==> src/rtl/ov7670_cfg_sequencer_if.sv <==
// Write-request bus between the OV7670 config sequencer (master) and the SCCB write engine (slave).
interface ov7670_cfg_sequencer_if;
    logic       req;
    logic [7:0] addr;
    logic [7:0] wdata;
    logic       ack;
    logic       err;

    modport master (output req, addr, wdata, input ack, err);
    modport slave  (input req, addr, wdata, output ack, err);
endinterface

==> src/rtl/ov7670_cfg_sequencer.sv <==
// Walks the OV7670 register LUT and issues one SCCB write per entry, with power-up, gap and soft-reset delays.
// Optional macro CFG_RETRY_EN adds per-entry retries on engine error (parameter RETRY_MAX exists only then).
//
// state    | meaning
// ---------+----------------------------------------------------------
// IDLE     | parked, unused in normal flow
// PWR_WAIT | power-up / restart delay before the first write
// FETCH    | register LUT word at lut_index into addr/wdata
// ISSUE    | raise i2c_req
// WAIT_ACK | hold request until engine reports ack or err
// GAP      | inter-write delay (or soft-reset delay, or retry delay)
// DONE     | all entries written, cfg_done high
// FAIL     | aborted, cfg_err high, lut_index holds failing entry
module ov7670_cfg_sequencer #(
    parameter int          LUT_SIZE  = 164,
    parameter logic [19:0] PWRUP_DLY = 20'd1_000_000,
    parameter logic [15:0] GAP_DLY   = 16'd500,
    parameter logic [19:0] SRST_DLY  = 20'd100_000
`ifdef CFG_RETRY_EN
    ,
    parameter int          RETRY_MAX = 2
`endif
) (
    input  logic                          clk,
    input  logic                          rst,
    input  logic                          start,
    output logic [7:0]                    lut_index,
    input  logic [15:0]                   lut_data,
    ov7670_cfg_sequencer_if.master        i2c,
    output logic                          cfg_busy,
    output logic                          cfg_done,
    output logic                          cfg_err
);

    localparam logic [2:0] IDLE     = 3'd0;
    localparam logic [2:0] PWR_WAIT = 3'd1;
    localparam logic [2:0] FETCH    = 3'd2;
    localparam logic [2:0] ISSUE    = 3'd3;
    localparam logic [2:0] WAIT_ACK = 3'd4;
    localparam logic [2:0] GAP      = 3'd5;
    localparam logic [2:0] DONE     = 3'd6;
    localparam logic [2:0] FAIL     = 3'd7;

    localparam logic [7:0] LAST_IDX = (LUT_SIZE > 0) ? 8'(LUT_SIZE - 1) : 8'd0;

    logic [2:0]  state, state_nxt;
    logic [19:0] cnt, cnt_nxt;
    logic [7:0]  idx_nxt, addr_nxt, wdata_nxt;
    logic        req_nxt, done_nxt, err_nxt, busy_nxt;
    logic        cnt_last, srst_write;

`ifdef CFG_RETRY_EN
    localparam logic [7:0] RETRY_LIM = 8'(RETRY_MAX);
    logic [7:0] retry_cnt, retry_nxt;
    logic       reissue, reissue_nxt;
`endif

    // A load of N expires on the Nth cycle; a load of 0 behaves like 1.
    assign cnt_last   = (cnt <= 20'd1);
    assign srst_write = (i2c.addr == 8'h12) && i2c.wdata[7];

    always_comb begin
        state_nxt = state;
        cnt_nxt   = cnt;
        idx_nxt   = lut_index;
        req_nxt   = i2c.req;
        addr_nxt  = i2c.addr;
        wdata_nxt = i2c.wdata;
        done_nxt  = cfg_done;
        err_nxt   = cfg_err;
`ifdef CFG_RETRY_EN
        retry_nxt   = retry_cnt;
        reissue_nxt = reissue;
`endif
        if (start) begin
            state_nxt = PWR_WAIT;
            cnt_nxt   = PWRUP_DLY;
            idx_nxt   = 8'd0;
            req_nxt   = 1'b0;
            done_nxt  = 1'b0;
            err_nxt   = 1'b0;
`ifdef CFG_RETRY_EN
            retry_nxt   = 8'd0;
            reissue_nxt = 1'b0;
`endif
        end else begin
            case (state)
                PWR_WAIT: begin
                    if (!cnt_last) begin
                        cnt_nxt = cnt - 20'd1;
                    end else begin
                        idx_nxt = 8'd0;
                        if (LUT_SIZE == 0) begin
                            state_nxt = DONE;
                            done_nxt  = 1'b1;
                        end else begin
                            state_nxt = FETCH;
                        end
                    end
                end
                FETCH: begin
                    addr_nxt  = lut_data[15:8];
                    wdata_nxt = lut_data[7:0];
                    state_nxt = ISSUE;
                end
                ISSUE: begin
                    req_nxt   = 1'b1;
                    state_nxt = WAIT_ACK;
                end
                WAIT_ACK: begin
                    // err has priority over a coincident ack
                    if (i2c.err) begin
                        req_nxt = 1'b0;
`ifdef CFG_RETRY_EN
                        if (retry_cnt < RETRY_LIM) begin
                            retry_nxt   = retry_cnt + 8'd1;
                            cnt_nxt     = {4'd0, GAP_DLY};
                            reissue_nxt = 1'b1;
                            state_nxt   = GAP;
                        end else begin
                            state_nxt = FAIL;
                            err_nxt   = 1'b1;
                        end
`else
                        state_nxt = FAIL;
                        err_nxt   = 1'b1;
`endif
                    end else if (i2c.ack) begin
                        req_nxt   = 1'b0;
                        cnt_nxt   = srst_write ? SRST_DLY : {4'd0, GAP_DLY};
                        state_nxt = GAP;
`ifdef CFG_RETRY_EN
                        retry_nxt = 8'd0;
`endif
                    end
                end
                GAP: begin
                    if (!cnt_last) begin
                        cnt_nxt = cnt - 20'd1;
`ifdef CFG_RETRY_EN
                    end else if (reissue) begin
                        reissue_nxt = 1'b0;
                        state_nxt   = ISSUE;
`endif
                    end else if (lut_index == LAST_IDX) begin
                        state_nxt = DONE;
                        done_nxt  = 1'b1;
                    end else begin
                        idx_nxt   = lut_index + 8'd1;
                        state_nxt = FETCH;
`ifdef CFG_RETRY_EN
                        retry_nxt = 8'd0;
`endif
                    end
                end
                default: ;
            endcase
        end
        busy_nxt = state_nxt inside {PWR_WAIT, FETCH, ISSUE, WAIT_ACK, GAP};
    end

    // Busy is registered from the next state so it reads 0 while rst is held.
    always_ff @(posedge clk or posedge rst) begin
        if (rst) begin
            state     <= PWR_WAIT;
            cnt       <= PWRUP_DLY;
            lut_index <= 8'd0;
            i2c.req   <= 1'b0;
            i2c.addr  <= 8'd0;
            i2c.wdata <= 8'd0;
            cfg_busy  <= 1'b0;
            cfg_done  <= 1'b0;
            cfg_err   <= 1'b0;
        end else begin
            state     <= state_nxt;
            cnt       <= cnt_nxt;
            lut_index <= idx_nxt;
            i2c.req   <= req_nxt;
            i2c.addr  <= addr_nxt;
            i2c.wdata <= wdata_nxt;
            cfg_busy  <= busy_nxt;
            cfg_done  <= done_nxt;
            cfg_err   <= err_nxt;
        end
    end

`ifdef CFG_RETRY_EN
    always_ff @(posedge clk or posedge rst) begin
        if (rst) begin
            retry_cnt <= 8'd0;
            reissue   <= 1'b0;
        end else begin
            retry_cnt <= retry_nxt;
            reissue   <= reissue_nxt;
        end
    end
`endif

endmodule

==> src/flat_wrapper.sv <==
// flat-port wrapper written by rule: the top's interface ports become plain ports
module ov7670_cfg_sequencer_flat 
#(
    parameter int          LUT_SIZE  = 164,
    parameter logic [19:0] PWRUP_DLY = 20'd1_000_000,
    parameter logic [15:0] GAP_DLY   = 16'd500,
    parameter logic [19:0] SRST_DLY  = 20'd100_000

)
  (clk, rst, start, lut_index, lut_data, cfg_busy, cfg_done, cfg_err, i2c_req, i2c_addr, i2c_wdata, i2c_ack, i2c_err);
  ov7670_cfg_sequencer_if i2c_i ();
  input  logic clk;
  input  logic rst;
  input  logic start;
  output logic [7:0] lut_index;
  input  logic [15:0] lut_data;
  output logic cfg_busy;
  output logic cfg_done;
  output logic cfg_err;
  output wire logic [$bits(i2c_i.req)-1:0] i2c_req;
  output wire logic [$bits(i2c_i.addr)-1:0] i2c_addr;
  output wire logic [$bits(i2c_i.wdata)-1:0] i2c_wdata;
  input wire logic [$bits(i2c_i.ack)-1:0] i2c_ack;
  input wire logic [$bits(i2c_i.err)-1:0] i2c_err;
  assign i2c_req = i2c_i.req;
  assign i2c_addr = i2c_i.addr;
  assign i2c_wdata = i2c_i.wdata;
  assign i2c_i.ack = i2c_ack;
  assign i2c_i.err = i2c_err;
  ov7670_cfg_sequencer #(.LUT_SIZE(LUT_SIZE), .PWRUP_DLY(PWRUP_DLY), .GAP_DLY(GAP_DLY), .SRST_DLY(SRST_DLY)) u_core (.clk(clk), .rst(rst), .start(start), .lut_index(lut_index), .lut_data(lut_data), .i2c(i2c_i), .cfg_busy(cfg_busy), .cfg_done(cfg_done), .cfg_err(cfg_err));
endmodule
==> config.mk <==
export PLATFORM = sky130hd
export DESIGN_NAME = ov7670_cfg_sequencer_flat
export DESIGN_NICKNAME = d
export VERILOG_FILES = /design/src/rtl/ov7670_cfg_sequencer_if.sv /design/src/rtl/ov7670_cfg_sequencer.sv /design/src/flat_wrapper.sv
export SDC_FILE = /design/constraint.sdc
export NUM_CORES = 1
export LEC_CHECK = 0
export CAP_MARGIN = 40
export CORE_UTILIZATION = 46
export DETAILED_ROUTE_END_ITERATION = 16
export PLACE_DENSITY = 0.77
export REMOVE_ABC_BUFFERS = 1
export SETUP_SLACK_MARGIN = 0.1
export SLEW_MARGIN = 30
export SYNTH_ARGS = -nofsm -noshare
export SYNTH_HDL_FRONTEND = slang
export SYNTH_SLANG_ARGS = --single-unit
==> constraint.sdc <==
create_clock -name clk -period 2.52 [get_ports clk]
set_input_delay 0.504 -clock clk [delete_from_list [all_inputs] [get_ports clk]]
set_output_delay 0.504 -clock clk [all_outputs]
set_load 0.02 [all_outputs]
==> After elaboration in Yosys (flattened, before gate mapping) <==
Cells that the tools add are included.
{ "word_totals": {"regBits": 51, "input_bits": 21, "elab_cells": 78} }
{ "classes": {"n_addsub": 2, "reduce_logical": 17, "n_eq_ne": 19, "bitwise_logic": 1, "muxes": 29, "order_cmp": 1} }
{ "ops": {"columns": ["operator", "count"], "rows": [
  ["20-bit two-way mux", 4],
  ["20-bit case mux with 2 select lines", 1],
  ["8-bit two-way mux", 4],
  ["20-bit by 1-bit <= comparator with 1-bit output (second input constant)", 1],
  ["20-bit by 1-bit subtractor with 20-bit output (second input constant)", 1],
  ["3-bit two-way mux", 6],
  ["17-bit two-way mux", 1],
  ["8-bit case mux with 2 select lines", 1],
  ["3-bit case mux with 5 select lines", 1],
  ["3-bit by 2-bit == test with 1-bit output (second input constant)", 4],
  ["3-bit == test (second input constant)", 4],
  ["3-bit inequality test (second input constant)", 4],
  ["1-bit two-way mux", 10],
  ["2-bit nonzero test", 5],
  ["3-bit nonzero test", 3],
  ["8-bit by 1-bit adder with 8-bit output (second input constant)", 1],
  ["8-bit by 5-bit == test with 1-bit output (second input constant)", 1],
  ["8-bit == test (second input constant)", 1],
  ["4-bit AND reduction", 2],
  ["3-bit by 1-bit == test with 1-bit output (second input constant)", 2],
  ["3-bit by 2-bit inequality test with 1-bit output (second input constant)", 2],
  ["2-bit AND reduction", 3],
  ["5-bit nonzero test", 1],
  ["4-bit inequality test (second input constant)", 1],
  ["other kinds (5)", 5]
]} }

==> Depth between registers and ports, before layout <==
Gate-level depths: netlist (run 1).
{ "depth": {"depth_word": 7, "ltp_mapped": 8, "ltp_nobuf": 7} }

==> Worst setup path before layout (run 1) <==
OpenSTA, ideal clock, no wires.
{ "synth_path": {"path_type": "flip-flop to flip-flop", "start": "reg u_core.cnt[0]", "end": "reg u_core.cnt[18]", "synth_period_minus_slack_ps": 2040, "t_arrival_ps": 1958, "n_path_buf": 1, "setup_time_ps": 82, "path_stages_with_launch": 9, "path_slack_ps": 480, "cell_sequence": "dfrtp_1 inv_1 ha_1 or3b_1 clkbuf_1 nor2_1 nand2_1 o311a_1 a211o_1"} }
{ "synth_between": {"elab_chain_cells": 4, "word_cells_on_any_way": 7} }
{ "synth_lines": {"columns": ["item", "line_no", "source"], "rows": [
  ["start, declared", "ov7670_cfg_sequencer.sv:47", "logic [19:0] cnt, cnt_nxt;"],
  ["start signal, assigned", "ov7670_cfg_sequencer.sv:176", "cnt <= cnt_nxt;"],
  ["20-bit by 1-bit subtractor with 20-bit output", "ov7670_cfg_sequencer.sv:90, ov7670_cfg_sequencer.sv:139", null],
  ["20-bit two-way mux", "ov7670_cfg_sequencer.sv:89, ov7670_cfg_sequencer.sv:138", null],
  ["20-bit case mux with 2 select lines", "ov7670_cfg_sequencer.sv:87", "case (state)"],
  ["20-bit two-way mux", "ov7670_cfg_sequencer.sv:75", "if (start) begin"]
]} }
Parallel ways exist; a longest one is shown, timed or not. The select of a mux whose other input is x is not followed.
A chain may end at the register's enable or synchronous reset.

==> Worst setup path after layout (run 1) <==
{ "layout_path": {"start": "reg u_core.cnt[0]", "end": "reg u_core.cnt[12]"} }
Same word-level chain as after synthesis.

==> results.json, run 1 <==
{
  "rsz0062_at_grt": "yes",
  "numCtsBuffers": 5,
  "die_area_mm2": 0.006534,
  "io_buffer_count": 48,
  "r2r_end": "u_core.cnt[12]",
  "via_per_inst": 5.924,
  "synthSimpleGateAreaFrac_pct": 20.96,
  "postSynthCellCount": 279,
  "crit_arrival_ns": 2.55,
  "synth-adder-area-share_pct": 1.313,
  "tightest_slew_ns": 0.4676,
  "clock.fmax_ghz": 0.4312,
  "die_y_um": 80.84,
  "grt.total_usage_pct": 22.63,
  "numClockSinks": 51,
  "synth_compound_area_share_pct": 21.40,
  "setup_viol": 0,
  "internal_power_mw": 1.154,
  "worstReg2RegStart": "u_core.cnt[0]",
  "cp-end-kind": "register",
  "worstHoldPathCells": 1,
  "cts_tree": "built",
  "drive_above_1_share_pct": 19.16,
  "powerDensity_mw_per_mm2": 458.1,
  "grt_pass1_vias": 2328,
  "max-slew-margin-rel_pct": 68.76,
  "drt_iter0_markers": 164,
  "critPathLaunchType": "register",
  "ys_types": 68,
  "ys.warnings.count": 0,
  "ir_drop_mv": 0.2364,
  "synth_xor_area_share_pct": 1.225,
  "clock_path_buffers": 2,
  "critPathRequiredTime_ns": 2.75,
  "worst-path-buf-inv": 1,
  "clockRootBuffer": "clkbuf_8",
  "dp_cells": 400,
  "slew_violations": 0,
  "path_delay_family": "simple AND/OR/NAND/NOR gates",
  "fin_crit_ns": 2.319,
  "synth_edf_count": 0,
  "coreArea_mm2": 0.005956,
  "critPathKind": "register to register",
  "drt_wl_total_mm": 6.650,
  "slowest_stage": "or3b_1",
  "n_fill_cell": 514,
  "antenna_found_initial": 0,
  "synth-async-reset-ratio_pct": 100.0,
  "hpwl_mm": 4.707,
  "maxCapViolCount": 0,
  "worstPathMaxFanout": 6,
  "ant_nets": 0,
  "syn_area_per_cell_um2": 10.25,
  "ys_ff_latch": 51,
  "stdcell_count": 409,
  "cts_setup_buffers": 0,
  "tns_ns": 0,
  "whs_endpoint": "u_core.cfg_done",
  "cts_resized": 0,
  "clk_pin_slew_ns": 0.09,
  "clkLatencyLatePin_ns": 0.31,
  "p_leak_nw": 1.424,
  "syn_to_final_growth_pct": 24.29,
  "die_w_um": 80.84,
  "drt_pass1_iterations": 4,
  "hold_start": "u_core.cfg_done",
  "slowest_delay_ns": 0.51,
  "drt-wirelength-per-cell_um": 16.26,
  "num_io_pins": 49,
  "cts_hold_buffers": 0,
  "pwr-share-comb_pct": 14.5,
  "gp_congestion": 0.9008,
  "grt_pass1_wl_mm": 11.47,
  "grt_overflow_total": 0,
  "outcome": "finished, final reports clean",
  "ys.flop_type": "dfrtp_1",
  "multi_input_area_mm2": 0.001474,
  "layout.nets": 357,
  "hold_slack_ns": 0.5011,
  "path_cells": "inv_1 > ha_1 > or3b_1 > nor4_2 > nand2b_1 > or3_1 > a21oi_1",
  "hold_viol_final": 0,
  "start_util_pct": 48.00,
  "syn-cell-area_mm2": 0.002859,
  "synth_top_family_by_area": "compound AO/OA/AOI/OAI gates",
  "min_path_type": "register to register",
  "clock_skew_ns": 0.01372,
  "seqPwrFrac_pct": 55.5,
  "vias": 2423,
  "regToRegSetupSlack_ns": 0.20,
  "grt_max_degree": 52,
  "switchingPower_uw": 474.0,
  "seq_area_mm2": 0.001286,
  "htreeDepth": 2,
  "drc": 0,
  "ys_seq_area_share_pct": 44.99,
  "antenna_cells": 0,
  "clockPowerShare_pct": 30.0,
  "swShare_pct": 29.12,
  "fin_crit_sh_pct": 92.02,
  "reg2reg_depth": 7,
  "row_count": 28,
  "final_common_cell": "clkdlybuf4s50_1",
  "final_cell_mix": "48 x clkdlybuf4s50_1, 43 x dfrtp_1, 25 x nor2_1, 20 x a21oi_1, 16 x mux2_2",
  "synthMuxAreaShare_pct": 6.652
}
## cells by family after synthesis
logic type | count (synthesis)
buf+inv | 22
flops | 51
simple gates | 98
mux | 17
compound gates | 84
fa+ha+maj | 3
xor+xnor | 4
## area by class of cell
class	instances	share of cell area, %
sequential	51	36.20
timing repair buffer	59	16.20
tap	75	2.641
clock buffer	6	2.042
multi-input combinational	206	41.48
clock inverter	2	0.3873
inverter	10	1.056
## worst max path at each step
stage | cells past startpoint | endpoint | slack, ns | from
6_report | 7 | u_core.cnt[12] | 0.20 | u_core.cnt[0]
3_5_place_dp | 7 | u_core.cnt[4] | 0.18 | i2c_err
5_1_grt | 7 | u_core.cnt[18] | 0.03 | u_core.cnt[1]
2_1_floorplan | 2 | u_core.i2c.addr[0] | 0.44 | u_core.state[2]
4_1_cts | 5 | u_core.cnt[18] | 0.21 | u_core.cnt[15]
3_3_place_gp | 6 | u_core.cnt[18] | 0.20 | start
## worst reg2reg max path, cell delays in order (launching register included)
cell      delay, ns
dfrtp_1        0.45
inv_1          0.08
ha_1           0.30
or3b_1         0.51
nor4_2         0.34
nand2b_1       0.11
or3_1          0.32
a21oi_1        0.14
## layer usage
layer,vias to the layer above,GRT usage [%],wire length (um)
li1,1155,-,-
met1,1151,31.16,2992
met2,104,35.46,3111
met3,13,4.157,432
met4,0,8.036,113
met5,-,0,0
## power by group through the flow
stage	registers, mW	clock network, mW	logic (mW)
after floorplan	0.905	0	0.150
after global placement	0.914	0	0.226
after detailed placement	0.917	0	0.234
after CTS	0.902	0.505	0.235
after global routing	0.910	0.531	0.261
final	0.903	0.489	0.235
## Yosys cell counts (2+ instances only)
library cell	count	area [um2]
a21o_1	4	30.03
a21oi_1	20	100.1
a221o_1	2	20.02
a221oi_1	2	17.52
a22o_1	2	17.52
a22oi_1	2	15.01
a31oi_1	5	31.28
and2_1	2	12.51
buf_2	4	20.02
clkbuf_1	6	22.52
dfrtp_1	43	1076
dfstp_2	8	210.2
ha_1	3	37.54
inv_1	10	37.54
mux2_2	16	180.2
nand2_1	10	37.54
nand2b_1	2	12.51
nand3_1	11	55.05
nand4_1	4	25.02
nor2_1	25	93.84
nor2b_1	3	18.77
nor3_1	5	25.02
nor3_2	4	40.04
nor3b_1	2	15.01
nor4_1	2	12.51
o21a_1	3	22.52
o21ai_0	15	75.07
o21ai_1	6	30.03
o2bb2ai_1	3	26.28
o31a_1	2	17.52
o31ai_1	3	22.52
or2_2	3	18.77
or3_1	10	62.56
xnor2_1	2	17.52
xor2_1	2	17.52
## state kept, by name, indices dropped and copies added, names as in the netlist
signal	cells
u_core.i2c.addr	8
u_core.i2c.wdata	8
u_core.state	3
u_core.cfg_busy	1
u_core.cnt	20
u_core.cfg_done	1
u_core.cfg_err	1
u_core.lut_index	8
u_core.i2c.req	1
## metrics by stage
step                setup slack, ns  area (um2)  power [mW]  util (%)
floorplan                    0.4394        2798       1.055         -
global placement             0.1957        3460       1.140     58.09
global route                0.03425        3553       1.702     59.66
CTS                          0.2085        3546       1.641     59.54
finish                       0.2011        3553       1.628     59.66
detailed placement           0.1758        3460       1.151     58.09
(Power assumes the default switching activity.)
==> inputs of run 2 (changes only) <==
--- a/config.mk
+++ b/config.mk
@@ -6,9 +6,11 @@
 export NUM_CORES = 1
 export LEC_CHECK = 0
 export CAP_MARGIN = 40
-export CORE_UTILIZATION = 46
+export CORE_UTILIZATION = 55
+export CTS_BUF_LIST = sky130_fd_sc_hd__clkbuf_4 sky130_fd_sc_hd__clkbuf_8
 export DETAILED_ROUTE_END_ITERATION = 16
-export PLACE_DENSITY = 0.77
+export HOLD_SLACK_MARGIN = 0.1
+export PLACE_DENSITY = 0.88
 export REMOVE_ABC_BUFFERS = 1
 export SETUP_SLACK_MARGIN = 0.1
 export SLEW_MARGIN = 30
==> run 2 against run 1 <==
Against the previous run:
- clock power is 2% lower
- largest power group unchanged
- first-iteration DRC count is 2.4% higher
- die area decreased by 16%
==> results.json, run 2 (synthesis results as in run 1) <==
{
  "largest_reg_flops": 20,
  "drt_wl_total_mm": 6.711,
  "grt_overflow_total": 0,
  "fin_crit_ns": 2.272,
  "powerDensity_mw_per_mm2": 456.6,
  "tns_ns": 0,
  "num_io_pins": 49,
  "htreeDepth": 2,
  "drt-wirelength-per-cell_um": 16.65,
  "slowest_delay_ns": 0.49,
  "slew_violations": 0,
  "clk_pin_slew_ns": 0.10,
  "die_y_um": 74.10,
  "die_area_mm2": 0.005491,
  "grt_max_degree": 52,
  "critPathLaunchType": "register",
  "coreArea_mm2": 0.004848,
  "regMostFlops": "u_core.cnt",
  "hpwl_mm": 4.910,
  "vias": 2467,
  "setup_viol": 0,
  "worst-path-buf-inv": 1,
  "ant_nets": 0,
  "cts_setup_buffers": 0,
  "clock_skew_ns": 0.01025,
  "cp-end-kind": "register",
  "clock_path_buffers": 2,
  "grt_pass1_wl_mm": 11.30,
  "final_common_cell": "clkdlybuf4s50_1",
  "layout_setup_ws_ns": 0.2482,
  "p_leak_nw": 1.429,
  "numClockSinks": 51,
  "die_w_um": 74.10,
  "hold_viol_final": 0,
  "drt_pass1_iterations": 4,
  "cts_resized": 0,
  "antenna_cells": 0,
  "clkLatencyLatePin_ns": 0.31,
  "path_cells": "inv_1 > ha_1 > or3b_1 > nor2_1 > nand2_1 > o311a_1 > a211o_1",
  "max-slew-margin-rel_pct": 57.24,
  "cts_tree": "built",
  "finish.utilization_pct": 73.14,
  "gp_congestion": 0.8944,
  "clockRootBuffer": "clkbuf_8",
  "rsz0062_at_grt": "no",
  "layout.nets": 359,
  "final_cell_mix": "48 x clkdlybuf4s50_1, 43 x dfrtp_1, 25 x nor2_1, 20 x a21oi_1, 16 x mux2_2",
  "drive_above_1_share_pct": 19.94,
  "crit_arrival_ns": 2.51,
  "fin_crit_sh_pct": 90.15,
  "row_count": 25,
  "maxCapViolCount": 0,
  "clock.fmax_ghz": 0.4402,
  "path_delay_family": "simple AND/OR/NAND/NOR gates",
  "tightest_slew_ns": 0.6414,
  "io_buffer_count": 48,
  "cts_hold_buffers": 0,
  "critPathRequiredTime_ns": 2.76,
  "via_per_inst": 6.122,
  "drc": 0,
  "grt.total_usage_pct": 27.01,
  "outcome": "finished, final reports clean",
  "syn_to_final_growth_pct": 24.03,
  "antenna_found_initial": 0,
  "slowest_stage": "or3b_1",
  "start_util_pct": 58.97,
  "critPathKind": "register to register",
  "ir_drop_mv": 0.3075,
  "hold_slack_ns": 0.5092,
  "numCtsBuffers": 5,
  "grt_pass1_vias": 2369,
  "worstPathMaxFanout": 6,
  "drt_iter0_markers": 168,
  "min_path_type": "register to register",
  "place_ws_ns": 0.1168
}
-- run 2: final timing paths --
path,startpoint,to,slack (ns),cells after the start
max,u_core.cnt[0],u_core.cnt[18],0.25,7
min reg2reg,u_core.cfg_done,u_core.cfg_done,0.51,1
min,u_core.cfg_done,u_core.cfg_done,0.51,1
min in group asynchronous,rst,u_core.cfg_err,0.69,3
max in group asynchronous,rst,u_core.i2c.wdata[2],1.41,3
max reg2reg,u_core.cnt[0],u_core.cnt[18],0.25,7
-- run 2: layout make-up --
cell class              instances  area (um2)
clock inverters                 2       12.51
repair buffers                 61       575.6
fillers                       356        1303
multi-input cells             206        1474
flip-flops and latches         51        1286
well taps                      67       83.83
clock buffers                   6       76.32
inverters                      10       37.54
-- run 2: worst register-to-register path: stages, from the launching register on --
cell and delay (ns):
dfrtp_1 0.45, inv_1 0.09, ha_1 0.30, or3b_1 0.49, nor2_1 0.26, nand2_1 0.09, o311a_1 0.29, a211o_1 0.23
-- run 2: report_power, final --
part           internal [mW]  switching [mW]
Clock                  0.206           0.276
Sequential             0.849          0.0536
Combinational          0.106           0.129
-- run 2: layer usage --
layer / vias to the layer above / GRT usage (%) / wire, um
met5: - / 0 / 0
met4: 0 / 8.333 / 125
met3: 18 / 4.878 / 408
met2: 85 / 45.35 / 3279
met1: 1207 / 35.61 / 2897
li1: 1157 / - / -
-- run 2: stage by stage --
stage / cell area (um2) / total power [mW] / cells
after detailed placement: 3452 / 1.147 / 394
after floorplan: 2798 / 1.055 / 267
after global routing: 3546 / 1.684 / 403
after global placement: 3452 / 1.138 / 394
final: 3546 / 1.619 / 403
after CTS: 3541 / 1.624 / 402
==> inputs of run 3 (changes only) <==
--- a/config.mk
+++ b/config.mk
@@ -5,9 +5,9 @@
 export SDC_FILE = /design/constraint.sdc
 export NUM_CORES = 1
 export LEC_CHECK = 0
-export CAP_MARGIN = 40
 export CORE_UTILIZATION = 55
 export CTS_BUF_LIST = sky130_fd_sc_hd__clkbuf_4 sky130_fd_sc_hd__clkbuf_8
+export CTS_CLUSTER_SIZE = 16
 export DETAILED_ROUTE_END_ITERATION = 16
 export HOLD_SLACK_MARGIN = 0.1
 export PLACE_DENSITY = 0.88
==> constraint.sdc (replaced) <==
create_clock -name clk -period 2.2 [get_ports clk]
set_input_delay 0.44 -clock clk [delete_from_list [all_inputs] [get_ports clk]]
set_output_delay 0.44 -clock clk [all_outputs]
set_load 0.02 [all_outputs]
==> run 3 against run 2 <==
Against the previous run:
- first-iteration DRC count is 76% higher
- setup slack worse by 0.17 ns
- via count is 9.4% higher
- routed wire length is 21% higher
- power is 21% higher
- non-clock buffer count is 21 higher
- register-to-register slack worse by 0.17 ns
- sequential cell count stayed put
- combinational power is 41% higher
- critical path type unchanged
- largest power group unchanged
==> results.json, run 3 (synthesis results as in run 1) <==
{
  "layout.nets": 380,
  "finish.utilization_pct": 78.89,
  "top_layer": "met4",
  "antenna_cells": 0,
  "critPathKind": "register to register",
  "dpl_cell_area_mm2": 0.003540,
  "syn_to_final_growth_pct": 33.79,
  "grt_max_degree": 33,
  "ir_drop_mv": 0.3953,
  "die_y_um": 74.10,
  "drt_wl_total_mm": 8.129,
  "layout_setup_ws_ns": 0.08025,
  "drt_iter0_markers": 296,
  "fin_crit_sh_pct": 96.35,
  "drt-wirelength-per-cell_um": 19.17,
  "via_per_inst": 6.366,
  "largest_reg_flops": 20,
  "hold_viol_final": 0,
  "min_path_type": "input pin to async pin",
  "clock.fmax_ghz": 0.4718,
  "wl_met1_mm": 3.260,
  "slew_violations": 0,
  "final_cell_mix": "48 x clkdlybuf4s50_1, 41 x dfrtp_1, 30 x buf_4, 23 x nor2_1, 19 x a21oi_1",
  "setup_viol": 0,
  "antenna_found_initial": 0,
  "numClockSinks": 51,
  "powerDensity_mw_per_mm2": 513.7,
  "drive_above_1_share_pct": 27.17,
  "fin_crit_ns": 2.120,
  "grt_overflow_total": 0,
  "ant_nets": 0,
  "met2_length_mm": 4.185,
  "p_leak_nw": 1.543,
  "num_io_pins": 49,
  "regMostFlops": "u_core.cnt",
  "p_total_mw": 1.965,
  "route.met3.wl_um": 458,
  "cts_hold_buffers": 0,
  "hpwl_mm": 5.194,
  "drc": 0,
  "rsz0062_at_grt": "yes",
  "reg2reg_depth": 7,
  "clockRootBuffer": "clkbuf_8",
  "tightest_slew_ns": 0.4914,
  "outcome": "finished, final reports clean",
  "htreeDepth": 2,
  "clock_path_buffers": 2,
  "cts_tree": "built",
  "cp-end-kind": "register",
  "regToRegSetupSlack_ns": 0.08,
  "crit_arrival_ns": 2.33,
  "worstReg2RegStart": "u_core.cnt[1]",
  "grt.total_usage_pct": 28.29,
  "start_util_pct": 58.97,
  "final_area_mm2": 0.003825,
  "numCtsBuffers": 5,
  "max-slew-margin-rel_pct": 67.17,
  "vias": 2699,
  "dp_cells": 404,
  "worstPathMaxFanout": 6,
  "final_common_cell": "clkdlybuf4s50_1",
  "row_count": 25,
  "die_area_mm2": 0.005491,
  "maxCapViolCount": 0,
  "grt_pass1_wl_mm": 11.80,
  "n_fill_cell": 296,
  "r2r_end": "u_core.cnt[7]",
  "clkLatencyLatePin_ns": 0.32,
  "gp_congestion": 0.8938,
  "stdcell_count": 424,
  "coreArea_mm2": 0.004848,
  "grt_pass1_vias": 2485,
  "clk_pin_slew_ns": 0.10,
  "critPathRequiredTime_ns": 2.41,
  "io_buffer_count": 48,
  "place_ws_ns": -0.01724,
  "critPathLaunchType": "register",
  "die_w_um": 74.10,
  "clock_skew_ns": 0.01406,
  "drt_pass1_iterations": 4
}
-- run 3: cell count changes in the layout (fill, tap and decap cells not counted), moves of 2 or more --
| cell | change |
|---|---|
| buf_12 | +2 |
| buf_4 | +18 |
| buf_6 | +2 |
| dfrtp_1 | -2 |
| dfrtp_2 | +2 |
| nor2_1 | -2 |
| nor2_2 | +2 |
| nor3_2 | -2 |
| nor3_4 | +2 |
-- run 3: layout make-up --
class	count	area [um2]	area share, %
Multi-Input combinational cell	206	1548	40.46
Tap cell	67	83.83	2.192
Inverter	10	37.54	0.9814
Timing Repair Buffer	82	768.2	20.09
Sequential cell	51	1289	33.69
Clock buffer	6	82.58	2.159
Clock inverter	2	16.27	0.4253
-- run 3: repair_timing --
item | in CTS | in global routing
setup endpoints to repair | 1 | 16
pin swaps | 0 | 10
setup buffers | 0 | 12
gates resized for setup | 1 | 18
-- run 3: per-layer routing --
metal  up-vias  global-route usage [%]
li1       1213                       -
met1      1328                   36.57
met2       135                   48.08
met3        23                   4.743
met4         0                   9.829
met5         -                       0
-- run 3: worst max-delay path by stage --
stage | slack [ns] | from | to
2_1_floorplan | 0.12 | u_core.state[2] | u_core.i2c.addr[0]
3_3_place_gp | 0.06 | i2c_err | u_core.cnt[1]
3_5_place_dp | -0.02 | i2c_err | u_core.cnt[1]
4_1_cts | 0.09 | u_core.cnt[1] | u_core.cnt[8]
5_1_grt | -0.003 | u_core.cnt[15] | u_core.cnt[18]
6_report | 0.08 | u_core.cnt[1] | u_core.cnt[7]
-- run 3: metrics by stage --
step	TNS, ns	hold slack (ns)
after floorplan	0	0.4731
after global placement	0	0.4770
after detailed placement	-0.01724	0.4913
after CTS	0	0.4497
after global routing	-0.006086	0.4944
final	0	0.4417
-- run 3: report_power, final --
| group | switching [mW] | internal (mW) | leakage, nW |
|---|---|---|---|
| Combinational | 0.179 | 0.152 | 0.826 |
| Clock | 0.338 | 0.258 | 0.0474 |
| Sequential | 0.0644 | 0.974 | 0.670 |
| Total | 0.581 | 1.38 | 1.54 |
-- run 3: critical path, stage by stage, from the launching register on --
cell and delay (ns):
dfrtp_1 0.40, inv_1 0.07, ha_1 0.20, buf_4 0.16, o211ai_4 0.33, o31a_1 0.39, a21oi_1 0.15, a311oi_1 0.32
